==> config.mk <==
export PLATFORM = sky130hd
export DESIGN_NAME = bf_program_loader
export DESIGN_NICKNAME = d
export VERILOG_FILES = /design/src/rtl/bf_pkg.sv /design/src/rtl/bf_char_filter.sv /design/src/rtl/bf_program_loader.sv
export SDC_FILE = /design/constraint.sdc
export NUM_CORES = 1
export LEC_CHECK = 0
export BUFFER_PORTS_ARGS = -buffer_cell sky130_fd_sc_hd__buf_2
export CAP_MARGIN = 20
export CORE_ASPECT_RATIO = 1.4
export CORE_MARGIN = 2
export CORE_UTILIZATION = 57
export CTS_BUF_LIST = sky130_fd_sc_hd__clkbuf_4 sky130_fd_sc_hd__clkbuf_8
export DETAILED_ROUTE_END_ITERATION = 10
export PLACE_DENSITY_LB_ADDON = 0.2
export SYNTH_ARGS = -nofsm -noshare
export SYNTH_HDL_FRONTEND = slang
export SYNTH_SLANG_ARGS = --single-unit
export TNS_END_PERCENT = 100
==> constraint.sdc <==
create_clock -name clk -period 2.57 [get_ports clk]
set_clock_uncertainty 0.05 [all_clocks]
set_input_delay 0 -clock clk [delete_from_list [all_inputs] [get_ports clk]]
set_output_delay 0 -clock clk [all_outputs]
set_load 0.01 [all_outputs]
==> src/rtl/bf_pkg.sv <==
// Shared definitions for the brainfuck program loader: FSM state encoding,
// opcode ASCII values, the code terminator and a command-byte classifier.
// No ports; imported by bf_char_filter and bf_program_loader.
package bf_pkg;

    typedef enum logic [2:0] {
        ST_IDLE  = 3'd0,
        ST_LOAD  = 3'd1,
        ST_TERM  = 3'd2,
        ST_CRST  = 3'd3,
        ST_RUN   = 3'd4,
        ST_DONE  = 3'd5,
        ST_ERROR = 3'd6
    } bf_state_e;

    localparam logic [7:0] BF_INC        = 8'h2B; // +
    localparam logic [7:0] BF_DEC        = 8'h2D; // -
    localparam logic [7:0] BF_LEFT       = 8'h3C; // <
    localparam logic [7:0] BF_RIGHT      = 8'h3E; // >
    localparam logic [7:0] BF_OPEN       = 8'h5B; // [
    localparam logic [7:0] BF_CLOSE      = 8'h5D; // ]
    localparam logic [7:0] BF_OUT        = 8'h2E; // .
    localparam logic [7:0] BF_IN         = 8'h2C; // ,
    localparam logic [7:0] BF_TERMINATOR = 8'h00;

    function automatic logic is_bf_char(input logic [7:0] ch);
        return (ch == BF_INC)  || (ch == BF_DEC)   ||
               (ch == BF_LEFT) || (ch == BF_RIGHT) ||
               (ch == BF_OPEN) || (ch == BF_CLOSE) ||
               (ch == BF_OUT)  || (ch == BF_IN);
    endfunction

endpackage

==> src/rtl/bf_char_filter.sv <==
// Classifies a received byte as brainfuck command / open bracket / close bracket.
// Latency: purely combinational, zero cycles.
// Backpressure: none; ports rx_data in, is_cmd/is_open/is_close out.
module bf_char_filter
    import bf_pkg::*;
(
    input  logic [7:0] rx_data,
    output logic       is_cmd,
    output logic       is_open,
    output logic       is_close
);

    assign is_cmd   = is_bf_char(rx_data);
    assign is_open  = (rx_data == BF_OPEN);
    assign is_close = (rx_data == BF_CLOSE);

endmodule

==> src/rtl/bf_program_loader.sv <==
// Loads filtered UART bytes into code memory, checks bracket balance, then
// resets and runs the core. Latency: writes appear one cycle after rx_valid;
// core_run rises 2+RST_CYCLES cycles after loading falls. No backpressure:
// rx bytes are accepted or dropped the cycle they are strobed.
// Ports: clk/reset (async active-low), loading, rx_valid/rx_data, core_done in;
// code_we/code_addr/code_wdata, core_reset/core_run, prog_len, overflow,
// bracket_err, state out. All outputs are registered.
module bf_program_loader
    import bf_pkg::*;
#(
    parameter int CODE_ADDR_WIDTH = 9,
    parameter int RST_CYCLES      = 4
) (
    input  logic                       clk,
    input  logic                       reset,
    input  logic                       loading,
    input  logic                       rx_valid,
    input  logic [7:0]                 rx_data,
    input  logic                       core_done,
    output logic                       code_we,
    output logic [CODE_ADDR_WIDTH-1:0] code_addr,
    output logic [7:0]                 code_wdata,
    output logic                       core_reset,
    output logic                       core_run,
    output logic [CODE_ADDR_WIDTH-1:0] prog_len,
    output logic                       overflow,
    output logic                       bracket_err,
    output logic [2:0]                 state
);

    localparam int DEPTH_W = CODE_ADDR_WIDTH + 1;
    localparam int CNT_W   = (RST_CYCLES > 1) ? $clog2(RST_CYCLES) : 1;
    // Last slot is kept free for the terminator.
    localparam logic [CODE_ADDR_WIDTH-1:0] PROG_MAX = '1;

    bf_state_e                  state_q;
    logic                       loading_q;
    logic                       code_we_q;
    logic [CODE_ADDR_WIDTH-1:0] code_addr_q;
    logic [7:0]                 code_wdata_q;
    logic                       core_reset_q;
    logic                       core_run_q;
    logic [CODE_ADDR_WIDTH-1:0] prog_len_q;
    logic                       overflow_q;
    logic                       bracket_err_q;
    logic [DEPTH_W-1:0]         depth_q;
    logic [CNT_W-1:0]           rst_cnt_q;

    logic is_cmd, is_open, is_close;
    logic load_rise_d;

    bf_char_filter u_filter (
        .rx_data  (rx_data),
        .is_cmd   (is_cmd),
        .is_open  (is_open),
        .is_close (is_close)
    );

    assign load_rise_d = loading && !loading_q;

    always_ff @(posedge clk or negedge reset) begin
        if (!reset) begin
            state_q       <= ST_IDLE;
            loading_q     <= 1'b0;
            code_we_q     <= 1'b0;
            code_addr_q   <= '0;
            code_wdata_q  <= '0;
            core_reset_q  <= 1'b0;
            core_run_q    <= 1'b0;
            prog_len_q    <= '0;
            overflow_q    <= 1'b0;
            bracket_err_q <= 1'b0;
            depth_q       <= '0;
            rst_cnt_q     <= '0;
        end else begin
            loading_q <= loading;
            code_we_q <= 1'b0;
            if (load_rise_d) begin
                // A new load aborts whatever was running.
                state_q       <= ST_LOAD;
                prog_len_q    <= '0;
                overflow_q    <= 1'b0;
                bracket_err_q <= 1'b0;
                depth_q       <= '0;
                core_run_q    <= 1'b0;
                core_reset_q  <= 1'b0;
            end else begin
                unique case (state_q)
                    ST_IDLE: ;
                    ST_LOAD: begin
                        if (rx_valid && is_cmd) begin
                            if (is_close && (depth_q == '0)) begin
                                bracket_err_q <= 1'b1;
                            end else if (prog_len_q == PROG_MAX) begin
                                overflow_q <= 1'b1;
                            end else begin
                                code_we_q    <= 1'b1;
                                code_addr_q  <= prog_len_q;
                                code_wdata_q <= rx_data;
                                prog_len_q   <= prog_len_q + CODE_ADDR_WIDTH'(1);
                                if (is_open) begin
                                    depth_q <= depth_q + DEPTH_W'(1);
                                end else if (is_close) begin
                                    depth_q <= depth_q - DEPTH_W'(1);
                                end
                            end
                        end
                        // A byte arriving with the falling edge is still taken
                        // above, so the terminator lands after it.
                        if (!loading) begin
                            state_q <= ST_TERM;
                        end
                    end
                    ST_TERM: begin
                        code_we_q    <= 1'b1;
                        code_addr_q  <= prog_len_q;
                        code_wdata_q <= BF_TERMINATOR;
                        if (bracket_err_q || overflow_q || (depth_q != '0)) begin
                            state_q <= ST_ERROR;
                            if (depth_q != '0) begin
                                bracket_err_q <= 1'b1;
                            end
                        end else begin
                            state_q   <= ST_CRST;
                            rst_cnt_q <= '0;
                        end
                    end
                    ST_CRST: begin
                        if (rst_cnt_q == CNT_W'(RST_CYCLES - 1)) begin
                            state_q      <= ST_RUN;
                            core_reset_q <= 1'b1;
                            core_run_q   <= 1'b1;
                        end else begin
                            rst_cnt_q <= rst_cnt_q + CNT_W'(1);
                        end
                    end
                    ST_RUN: begin
                        if (core_done) begin
                            state_q    <= ST_DONE;
                            core_run_q <= 1'b0;
                        end
                    end
                    ST_DONE, ST_ERROR: begin
                        core_run_q <= 1'b0;
                    end
                    default: begin
                        state_q <= ST_IDLE;
                    end
                endcase
            end
        end
    end

    assign code_we     = code_we_q;
    assign code_addr   = code_addr_q;
    assign code_wdata  = code_wdata_q;
    assign core_reset  = core_reset_q;
    assign core_run    = core_run_q;
    assign prog_len    = prog_len_q;
    assign overflow    = overflow_q;
    assign bracket_err = bracket_err_q;
    assign state       = state_q;

endmodule

Word level (Yosys, flattened, before mapping). Index checks and enable logic that the tools add are counted.

Flip-flop bits (word level): 47. Bits in latches: 0. RAM bits: 0. Bits in read-only memories: 0. Input bits: 13. Output and inout bits: 34. Word-level logic and storage cells: 136. Memories kept: 0.

$add $sub $neg: 4. Multiply operators: 0. Div/mod/pow operators: 0. Magnitude comparators: 0. Equal/unequal tests: 31. Shifts and indexed selects: 0. Multiplexer cells: 51. Bitwise logic cells: 1. Reductions and logical operators: 37.

Operator list (count): 9-bit two-way mux (8); 10-bit two-way mux (7); 8-bit by 6-bit == test with 1-bit output (second input constant) (6); 8-bit two-way mux (3); 3-bit inequality test (second input constant) (7); 1-bit two-way mux (19); 9-bit case mux with 2 select lines (1); 8-bit by 7-bit == test with 1-bit output (second input constant) (2); 8-bit case mux with 2 select lines (1); 4-bit AND reduction (4); 3-bit two-way mux (5); 3-bit case mux with 5 select lines (1); 5-bit AND reduction (3); 2-bit inequality test (second input constant) (7); 2-bit nonzero test (7); 10-bit by 1-bit adder with 10-bit output (second input constant) (1); 10-bit logical NOT (1); 10-bit nonzero test (1); 10-bit by 1-bit subtractor with 10-bit output (second input constant) (1); 9-bit by 1-bit adder with 9-bit output (second input constant) (1); 3-bit == test (second input constant) (3); 9-bit == test (second input constant) (1); 1-bit logical OR (9); 3-bit by 2-bit == test with 1-bit output (second input constant) (2); other kinds (18) (23).

Longest topological paths before layout.
Depth in word-level cells: 12. Depth in mapped cells: 11. Depth with buffers taken out: 11.

Modules after synthesis. Synthesis repeated with hierarchy kept, for this count alone.

Cell total of the unflattened synthesis: 282. Area total of the unflattened synthesis: 2682.6 µm².

Modules (own cells, without submodules): bf_program_loader (instances 1, cells an instance 272, area an instance 2588.7 µm²); bf_char_filter (instances 1, cells an instance 10, area an instance 93.8 µm²).

Least setup slack after synthesis. OpenSTA, ideal clock, no wires.

Path kind: input port to flip-flop. From: input port rx_data[5]. To: register depth_q[9]. Library setup time: 120 ps. Arrival time: 2373 ps. Path slack: 27 ps. Stages: 11. Buffers on the path: 0. Cell sequence: and4b_1 > nand2_1 > nor3b_1 > inv_1 > ha_1 > a211oi_1 > o211ai_1 > a41oi_1 > xor2_1 > a21oi_1 > a31o_2.

Longest elaborated chain between the ends: 11.

RTL lines: start: declaration (RTL line bf_program_loader.sv:18) `input logic [7:0] rx_data,`; 8-bit by 6-bit == test with 1-bit output (RTL line bf_pkg.sv:27) `return (ch == BF_INC) || (ch == BF_DEC) ||`; 1-bit logical OR (2 in a row) (RTL line bf_pkg.sv:27); 1-bit logical OR (2 in a row) (RTL line bf_pkg.sv:28) `(ch == BF_LEFT) || (ch == BF_RIGHT) ||`; 1-bit logical OR (2 in a row) (RTL line bf_pkg.sv:29) `(ch == BF_OPEN) || (ch == BF_CLOSE) ||`; 1-bit logical OR (RTL line bf_pkg.sv:30) `(ch == BF_OUT) || (ch == BF_IN);`; 1-bit logical AND (RTL line bf_program_loader.sv:91) `if (rx_valid && is_cmd) begin`; 2-bit nonzero test (no source line); 5-bit AND reduction (no source line); end signal: assignment (RTL line bf_program_loader.sv:102) `depth_q <= depth_q + DEPTH_W'(1);`; end signal: assignment (RTL line bf_program_loader.sv:104) `depth_q <= depth_q - DEPTH_W'(1);`; end: declaration (RTL line bf_program_loader.sv:46) `logic [DEPTH_W-1:0] depth_q;`.

Several ways; a longest one is shown, not always the timed one. The select of a mux whose other input is x is not followed. A chain may end at the register's enable or synchronous reset.

Worst setup path after layout.
From: input port rx_data[2]. To: register depth_q[9].

Same word-level chain as after synthesis.

==> summary.txt <==
Run status
  – Status: complete, no violations

STA
  – Hold slack: 0.01385 ns
  – Final period utilization: 0.9315
  – Tmin final: 2.394 ns
  – Final setup margin: 0.1761 ns
  – Slew headroom: 0.6274
  – Worst Tran Pin Value: 0.5589 ns
  – Final-report max-slew violation count: 0
  – Final setup vio count: 0
  – Max Clk Rate: 417.7 MHz
  – Final Hold Viols: 0

Routing
  – WL/cell: 14.21 microns
  – Post-detailed-route count of antenna-violating nets: 0
  – Total number of vias: 2088
  – Final wirelength: 5.370 mm
  – Drc violations: 0
  – First-pass DRT Iterations: 4
  – Vias per inst: 5.524
  – Iteration-0 DRC Markers: 73

Clock tree
  – Clock root buffer: clkbuf_8
  – TritonCTS clock tree: yes
  – H-Tree Depth: 2
  – Clk sinks: 47
  – CTS buffer count: 5
  – Clk Latency, worst-skew pair: 0.29 ns
  – Worst-case clock buffer depth: 2
  – Reg clk slew, reported paths: 0.08 ns

Yosys
  – XOR/XNOR Fraction of Synth Area: 0.03723
  – Post-synthesis simple-gate area fraction: 0.1876
  – Compound-Gate Fraction of Synth Area: 0.1480
  – Syn Nets: 276
  – Cell Area, Synth: 2587 sq um
  – Async set or reset register ratio after synthesis: 1.000
  – Post-synth EDFFs: 0
  – Combinational family with the most area after synthesis: simple AND/OR/NAND/NOR gates
  – Post-synthesis mux area share: 0.07350
  – Netlist cell types: 54
  – Synth Register Bits: 47
  – Adder-cell share of the synthesized area: 0.06093
  – Prevailing post-synth register cell: dfrtp_1
  – Sequential area share after synthesis: 0.4545
  – Avg Synthesized Cell Area: 10.31 sq um
  – Cells after Synth: 251
  – Synth warn: 0

Floorplanning
  – Row count: 29
  – Die area: 5102 sq um
  – Initial Util: 0.5798
  – Die Height: 83.72 microns
  – Horizontal die dimension: 60.94 microns
  – Core area: 4463 sq um
  – IO Count: 47

Finish
  – Post-layout util: 0.7011
  – Non-Filler Instances: 378
  – Area of the multi-input gates: 1333 sq um
  – Area grow syn2layout: 20.94%
  – Antenna cells: 0
  – FILL cells: 357
  – Fraction of layout cells with a size suffix above 1: 0.3101
  – Sequential cell area: 1176 sq um
  – Commonest non-fill, non-tap cell in the layout: dfrtp_1
  – Most frequent cells in the layout: dfrtp_1 (47), buf_2 (46), nor2_1 (33)
  – Fin nets: 340

Worst hold path
  – Hold Crit Class: input port to flip-flop
  – Min-Delay Endpoint: core_run
  – Hold Path Depth: 4
  – HP Start: core_done

Worst setup path
  – R2R cell count: 6
  – CP arrival: 2.53 ns
  – RR Endpoint: code_addr[0]
  – Worst EP required: 2.71 ns
  – CP startpoint kind: input port
  – Worst Path Max Fanout: 7
  – Setup crit end kind: flip-flop
  – CP Class: input port to flip-flop
  – R2R Setup Slk: 0.18 ns
  – R2r startpoint: depth_q[5]

Global route
  – Congestion Overflow GR: 0
  – Antenna violations before repair: 0
  – Vias in the first global route: 2079
  – GRT Total Usage: 0.2262
  – First-pass GRT wire length: 8.976 mm
  – Largest net degree at the start of global routing: 48

Placement
  – IO Port Bufs: 46
  – DP Wirelength: 3.832 mm
  – Placed Cells: 360
  – RD Place Congestion: 0.8835
  – Pre-CTS setup slack: -0.01162 ns

Power and ir drop
  – Power Density: 573.9 nW/um^2
  – Overall Power: 1796 uW
  – Worst VDD drop: 0.5161 mV
  – Pleak: 0.001569 uW

Flow run
  – Max Cap Viol: 0
-- metal layers --
layer / global-route usage / up-vias / part of all wire
li1: - / 1024 / -
met1: 0.2696 / 1018 / 0.43
met2: 0.3988 / 41 / 0.54
met3: 0.04031 / 5 / 0.026
met4: 0.06719 / 0 / 0.0069
met5: 0 / - / 0
-- cells in the mapped netlist (5+ instances only) --
library cell | instances | area share
dfrtp_1 | 47 | 0.45
nor2_1 | 33 | 0.048
nand2_1 | 21 | 0.030
a21oi_1 | 16 | 0.031
ha_1 | 11 | 0.053
o21ai_0 | 9 | 0.017
mux2_2 | 8 | 0.035
mux2i_1 | 7 | 0.027
xnor2_1 | 7 | 0.024
a22o_2 | 6 | 0.023
nand3_1 | 6 | 0.012
inv_1 | 5 | 0.0073
nor2b_1 | 5 | 0.012
-- through the flow --
stage,instance area [sq um],setup TNS (ns)
final,3129,0
after global routing,3129,-0.0008666
after CTS,3088,0
after detailed placement,2904,-0.01162
after global placement,2904,0
after floorplan,2587,0
-- power by group --
group          total [uW]  switching, uW  leakage (uW)  internal (uW)
Clock                 489            244     0.0000505            245
Sequential            892           87.4      0.000645            804
Combinational         416            217      0.000874            199
-- how the worst max path moves through the flow --
stage               start          to  slack [ns]  cells after the start
5_1_grt        rx_data[2]  depth_q[9]     -0.0009                     12
3_3_place_gp   rx_data[5]  depth_q[9]        0.06                     13
2_1_floorplan  rx_data[5]  depth_q[9]        0.03                     11
6_report       rx_data[2]  depth_q[9]        0.18                     12
3_5_place_dp   rx_data[5]  depth_q[9]       -0.01                     13
4_1_cts        rx_data[2]  depth_q[9]        0.02                     12
-- state kept, by name (all words and copies together) (netlist names), 2 cells and up --
name        count
code_wdata      8
code_addr       9
state           3
depth_q        10
prog_len        9
rst_cnt_q       2
-- cell type report --
cell class	count	share of cell area
Clock buffer	7	0.03079
Clock inverter	1	0.002399
Inverter	5	0.005998
Multi-Input combinational cell	189	0.4258
Sequential cell	47	0.3759
Tap cell	62	0.02479
Timing Repair Buffer	67	0.1343
-- logic make-up after synthesis --
logic type,after synthesis
muxes,17
buffers and inverters,15
and+or+nand+nor,94
adders and majority gates,12
DFF,47
xor gates and xnor gates,11
AOI/OAI and AO/OA,55
-- worst max-delay path, stage by stage --
cell and delay, ns:
dlygate4sd3_1 0.53, buf_2 0.17, nor3b_2 0.19, inv_1 0.10
buf_4 0.17, ha_1 0.34, a21oi_2 0.16, o211ai_1 0.11
a41oi_1 0.25, xor2_1 0.21, a21oi_1 0.09, a31o_2 0.21
-- repair_timing --
item                                    4_1_cts  5_1_grt
endpoints found under the hold margin        54        0
resized for setup                             0        3
hold buffers                                  8        0
buffers inserted                              0        1
endpoints found under the setup margin        0        3
Note: power is estimated with default switching activity, not from simulation.
